**src/rtl/seq_detector_param.sv**
```systemverilog
// seq_detector_param: runtime-programmable serial pattern detector with a
// registered one-cycle detect pulse. Overlapping or non-overlapping matching
// is chosen per match, and matches are optionally counted.
//
// Ports:
//   clk, rst     rising-edge clock, asynchronous active-high reset
//   in_valid, in qualified serial bit stream, MSB of the pattern arrives first
//   overlap      1 = a match suffix may start the next match, 0 = restart
//   cfg_load     one-cycle pulse loading cfg_pattern (wins over in_valid)
//   cfg_pattern  new pattern; bit [PATTERN_LEN-1] is matched first
//   cnt_clr      synchronous clear of match_count (wins over an increment)
//   detect       one-cycle pulse after the edge sampling the last pattern bit
//   match_count  saturating match counter
//   cur_pattern  active pattern register
//
// Build option: define SEQ_DET_MATCH_CNT_EN to include the match counter.
// Without it match_count is tied to zero and cnt_clr is ignored.
// PATTERN_LEN must lie in 2..32.

module seq_detector_param #(
    parameter int                     PATTERN_LEN     = 6,
    parameter logic [PATTERN_LEN-1:0] DEFAULT_PATTERN = PATTERN_LEN'(6'b110110),
    parameter int                     CNT_W           = 8
) (
    input  logic                   clk,
    input  logic                   rst,
    input  logic                   in_valid,
    input  logic                   in,
    input  logic                   overlap,
    input  logic                   cfg_load,
    input  logic [PATTERN_LEN-1:0] cfg_pattern,
    input  logic                   cnt_clr,
    output logic                   detect,
    output logic [CNT_W-1:0]       match_count,
    output logic [PATTERN_LEN-1:0] cur_pattern
);

    // fill counts bits sampled since the last restart, saturating at
    // PATTERN_LEN; it needs to represent the value PATTERN_LEN itself.
    localparam int                FILL_W    = $clog2(PATTERN_LEN + 1);
    localparam logic [FILL_W-1:0] FILL_FULL = FILL_W'(PATTERN_LEN);

    logic [PATTERN_LEN-1:0] pattern;
    logic [PATTERN_LEN-1:0] history;
    logic [FILL_W-1:0]      fill;

    logic [PATTERN_LEN-1:0] pattern_nxt;
    logic [PATTERN_LEN-1:0] history_nxt;
    logic [FILL_W-1:0]      fill_nxt;
    logic [PATTERN_LEN-1:0] hist_shift;
    logic [FILL_W-1:0]      fill_inc;
    logic                   match;

    // The oldest history bit falls off the shift and is never read.
    logic unused_hist_msb;
    assign unused_hist_msb = history[PATTERN_LEN-1];

    // ------------------------------------------------------------------
    // State register
    // ------------------------------------------------------------------
    always_ff @(posedge clk or posedge rst) begin
        if (rst) begin
            pattern <= DEFAULT_PATTERN;
            history <= '0;
            fill    <= '0;
            detect  <= 1'b0;
        end else begin
            pattern <= pattern_nxt;
            history <= history_nxt;
            fill    <= fill_nxt;
            detect  <= match;
        end
    end

    // ------------------------------------------------------------------
    // Next-state logic
    // ------------------------------------------------------------------
    always_comb begin
        hist_shift  = {history[PATTERN_LEN-2:0], in};
        fill_inc    = (fill == FILL_FULL) ? FILL_FULL : fill + FILL_W'(1);

        // Match is judged on the post-sample history; fill gating keeps the
        // zeroed history from matching an all-zero (or zero-prefixed) pattern.
        match       = in_valid && !cfg_load &&
                      (fill_inc == FILL_FULL) && (hist_shift == pattern);

        pattern_nxt = pattern;
        history_nxt = history;
        fill_nxt    = fill;

        if (cfg_load) begin
            // Any bit presented alongside a load is dropped.
            pattern_nxt = cfg_pattern;
            history_nxt = '0;
            fill_nxt    = '0;
        end else if (in_valid) begin
            history_nxt = hist_shift;
            // Non-overlapping: the next match needs PATTERN_LEN fresh bits.
            // The history bits are left in place; the cleared fill masks them.
            fill_nxt    = (match && !overlap) ? '0 : fill_inc;
        end
    end

    // ------------------------------------------------------------------
    // Outputs
    // ------------------------------------------------------------------
    assign cur_pattern = pattern;

`ifdef SEQ_DET_MATCH_CNT_EN
    logic [CNT_W-1:0] count;

    always_ff @(posedge clk or posedge rst) begin
        if (rst) begin
            count <= '0;
        end else if (cnt_clr) begin
            count <= '0;
        end else if (match && (count != '1)) begin
            count <= count + CNT_W'(1);
        end
    end

    assign match_count = count;
`else
    logic unused_cnt_clr;
    assign unused_cnt_clr = cnt_clr;
    assign match_count    = '0;
`endif

endmodule
```
**config.mk**
```make
export PLATFORM = sky130hd
export DESIGN_NAME = seq_detector_param
export DESIGN_NICKNAME = d
export VERILOG_FILES = /design/src/rtl/seq_detector_param.sv
export SDC_FILE = /design/constraint.sdc
export NUM_CORES = 1
export LEC_CHECK = 0
export CORE_MARGIN = 2
export CORE_UTILIZATION = 46
export DETAILED_ROUTE_END_ITERATION = 12
export GPL_TIMING_DRIVEN = 0
export PLACE_DENSITY = 0.85
export SLEW_MARGIN = 20
export SYNTH_ARGS = -nofsm -noshare
export SYNTH_HDL_FRONTEND = slang
export SYNTH_SLANG_ARGS = --single-unit
```
**constraint.sdc**
```tcl
create_clock -name clk -period 5.6 [get_ports clk]
set_clock_uncertainty 0.15 [all_clocks]
set_input_delay 1.12 -clock clk [delete_from_list [all_inputs] [get_ports clk]]
set_output_delay 1.12 -clock clk [all_outputs]
set_load 0.005 [all_outputs]
```
==> flow_summary.yaml <==
worst_setup_path:
  cp-end-kind: "output pin"
  worstRegToRegCells: 5
  endpoint: "cur_pattern[5]"
  slowest_delay_ns: 0.56
  crit_arrival_ns: 1.33
  cp_cell_sequence: "clkdlybuf4s50_1"
  cp_max_fo: 3
  crit_buf_inv: 1
  worst-setup-path-type: "flop to output pin"
  slowest_stage: "dfstp_2"
  crit_path_start: "cur_pattern[5]$_DFFE_PP1P_"
  cp_top_family: "flip-flops"
  timing.rr.start: "fill[0]$_DFFE_PP0P_"
  start_kind: "flop"
  required_ns: 4.33
  r2r_setup_slack_ns: 3.72
  worstSetupPathDepth: 1
  r2r-end: "fill[1]$_DFFE_PP0P_"
yosys:
  synthArstFlopShare_pct: 100
  ys.flop_type: "dfrtp_1"
  synth_area_um2: 788
  synthCells: 70
  ys_seq_area_share_pct: 48.3
  synth_cell_types: 23
  synth_seq_cells: 15
  avgSynthCellArea_um2: 11.3
  ys_warn_count: 0
  synth_edf_count: 0
pwr:
  ir_worst_vdd_mv: 0.142
  fin_total_pwr_mw: 0.229
  powerDensity_nw_per_um2: 222
  leakagePower_nw: 0.475
global_routing:
  antenna_found_initial: 0
  gr-usage-met3_pct: 3.57
  grt_pass1_vias: 561
  grt.overflow.total: 0
  global_route.usage.total_pct: 15.2
  grt_use_met2_pct: 26.2
  grt_pass1_wl_um: 2270
  busiest_layer: "met2"
  grt_max_degree: 16
  grt.met1_usage_pct: 19.2
sta:
  setup_slack_ns: 3.00
  period_minus_slack_ns: 2.60
  rsz0062_at_grt: "no"
  drv_slew: 0
  hold_violations: 0
  setup_viol: 0
  max_freq_mhz: 385
  period_share_pct: 46.4
  slew-limit-headroom_pct: 64.4
  worstMarginPinSlew_ns: 0.533
  tns_ns: 0
drt:
  drtPass1Iterations: 4
  drt_iter0_drc: 9
  avgRoutedWirePerCell_um: 11.8
  viasPerCell: 4.93
  vias: 562
  ant_nets: 0
  routed_wl_um: 1350
  drc: 0
cells_and_area:
  final_cells: 114
  n_antenna_cell: 0
  syn2layout_area_growth_pct: 30.8
  drive_above_1_share_pct: 24.5
  final_area_um2: 1030
  final_nets: 114
clocking:
  postCtsSetupRepairBufs: 0
  cts_max_path_buffers: 2
  htree_num_levels: 1
  cts_root_buffer: "clkbuf_4"
  cts_tree: "yes"
  cts.reportedPaths.clkPinSlew_ns: 0.08
  postCtsHoldBufs: 0
  cts_inserted_buffers: 3
  post_cts_resize_count: 0
  clock_latency_ns: 0.27
  cts.sinks: 15
floorplanning:
  rows: 14
  fp.dieArea_um2: 2060
  dieHeight_um: 45.4
  pin_count: 28
  floorplan.initialDensity_pct: 50.6
  dieWidth_um: 45.4
  core_area_um2: 1560
placement:
  dp_hpwl_um: 1080
  post-place-ws_ns: 2.80
  dpl.cell_count: 110
  place_congestion: 0.700
  io_buffers: 17
  postPlaceCellArea_um2: 1000
min_path:
  hold_path.class: "flop to flop"
job:
  drv_cap: 0
outcome:
  outcome: "finished clean"
## power breakdown
group          internal (mW)  switching, mW
sequential             0.117        0.00623
clock                 0.0276         0.0312
combinational         0.0297         0.0175
## final cells by class
class	count	area [um2]
fill	131	528
sequential	15	380
multi-input combinational	48	350
timing repair buffer	17	170
buffer	10	68.8
clock buffer	4	26.3
tap	16	20.0
inverter	4	15.0
## metal layers
metal / share of wire (%) / vias up
li1: - / 277
met1: 44 / 256
met2: 50 / 27
met3: 5.7 / 2
met4: 0.37 / 0
met5: 0 / -
## worst register-to-register path, delay by kind of cell (launching register included)
kind	cells	cell delay (ns)
compound gates	2	0.49
buf+inv	1	0.05
fa+ha+maj	1	0.30
simple gates	1	0.37
flops	1	0.41
## flip-flops by register name, summed over array words and instances, names as in the netlist
register	cells
detect	1
cur_pattern	6
history	5
fill	3
## synthesized netlist by cell type (2+ instances only)
master	count	area [um2]
dfrtp_1	11	275
buf_4	8	60.1
mux2_2	7	78.8
nor2_1	7	26.3
mux2i_1	6	60.1
xnor2_1	6	52.6
dfstp_2	4	105
inv_1	3	11.3
nand2_1	3	11.3
ha_1	2	25.0
## worst min-delay path by stage
stage | startpoint | end | depth (start not counted)
floorplan | history[4]$_DFFE_PP0P_ | history[4]$_DFFE_PP0P_ | 2
global placement | history[4]$_DFFE_PP0P_ | history[4]$_DFFE_PP0P_ | 2
detailed placement | history[4]$_DFFE_PP0P_ | history[4]$_DFFE_PP0P_ | 2
CTS | history[4]$_DFFE_PP0P_ | history[4]$_DFFE_PP0P_ | 2
global route | cur_pattern[0]$_DFFE_PP0P_ | cur_pattern[0]$_DFFE_PP0P_ | 1
finish | history[4]$_DFFE_PP0P_ | history[4]$_DFFE_PP0P_ | 2
## through the flow
step / hold WS, ns / utilization (%)
6_report: 0.403 / 66.1
3_5_place_dp: 0.396 / 64.4
5_1_grt: 0.438 / 66.1
3_3_place_gp: 0.380 / 64.4
2_1_floorplan: 0.357 / -
4_1_cts: 0.416 / 66.1
## cell families after synthesis
family                   count (synthesis)  synth area share (%)
flip-flops                              15                  48.3
other                                    1                 0.476
AND/OR/NAND/NOR                         14                  8.10
buffers and inverters                   14                  10.6
AO/OA/AOI/OAI                            5                  5.08
multiplexers                            13                  17.6
adder cells (fa/ha/maj)                  2                  3.17
XOR/XNOR                                 6                  6.67
## cells in the final DEF, fill, tap and decap left out
cell,instances
clkdlybuf4s50_1,17
dfrtp_1,11
buf_4,8
conb_1,8
nor2_1,7
mux2_2,7
mux2i_1,6
xnor2_1,6
dfstp_2,4
inv_1,3
nand2_1,3
clkbuf_4,3
clkbuf_1,2
ha_1,2
buf_2,1
a21oi_1,1
inv_2,1
nand3b_1,1
o2111ai_1,1
o21a_1,1
nand4_1,1
or3_1,1
o311a_1,1
nor4_1,1
o32ai_1,1
No activity file was read; power rests on OpenSTA's default activity.
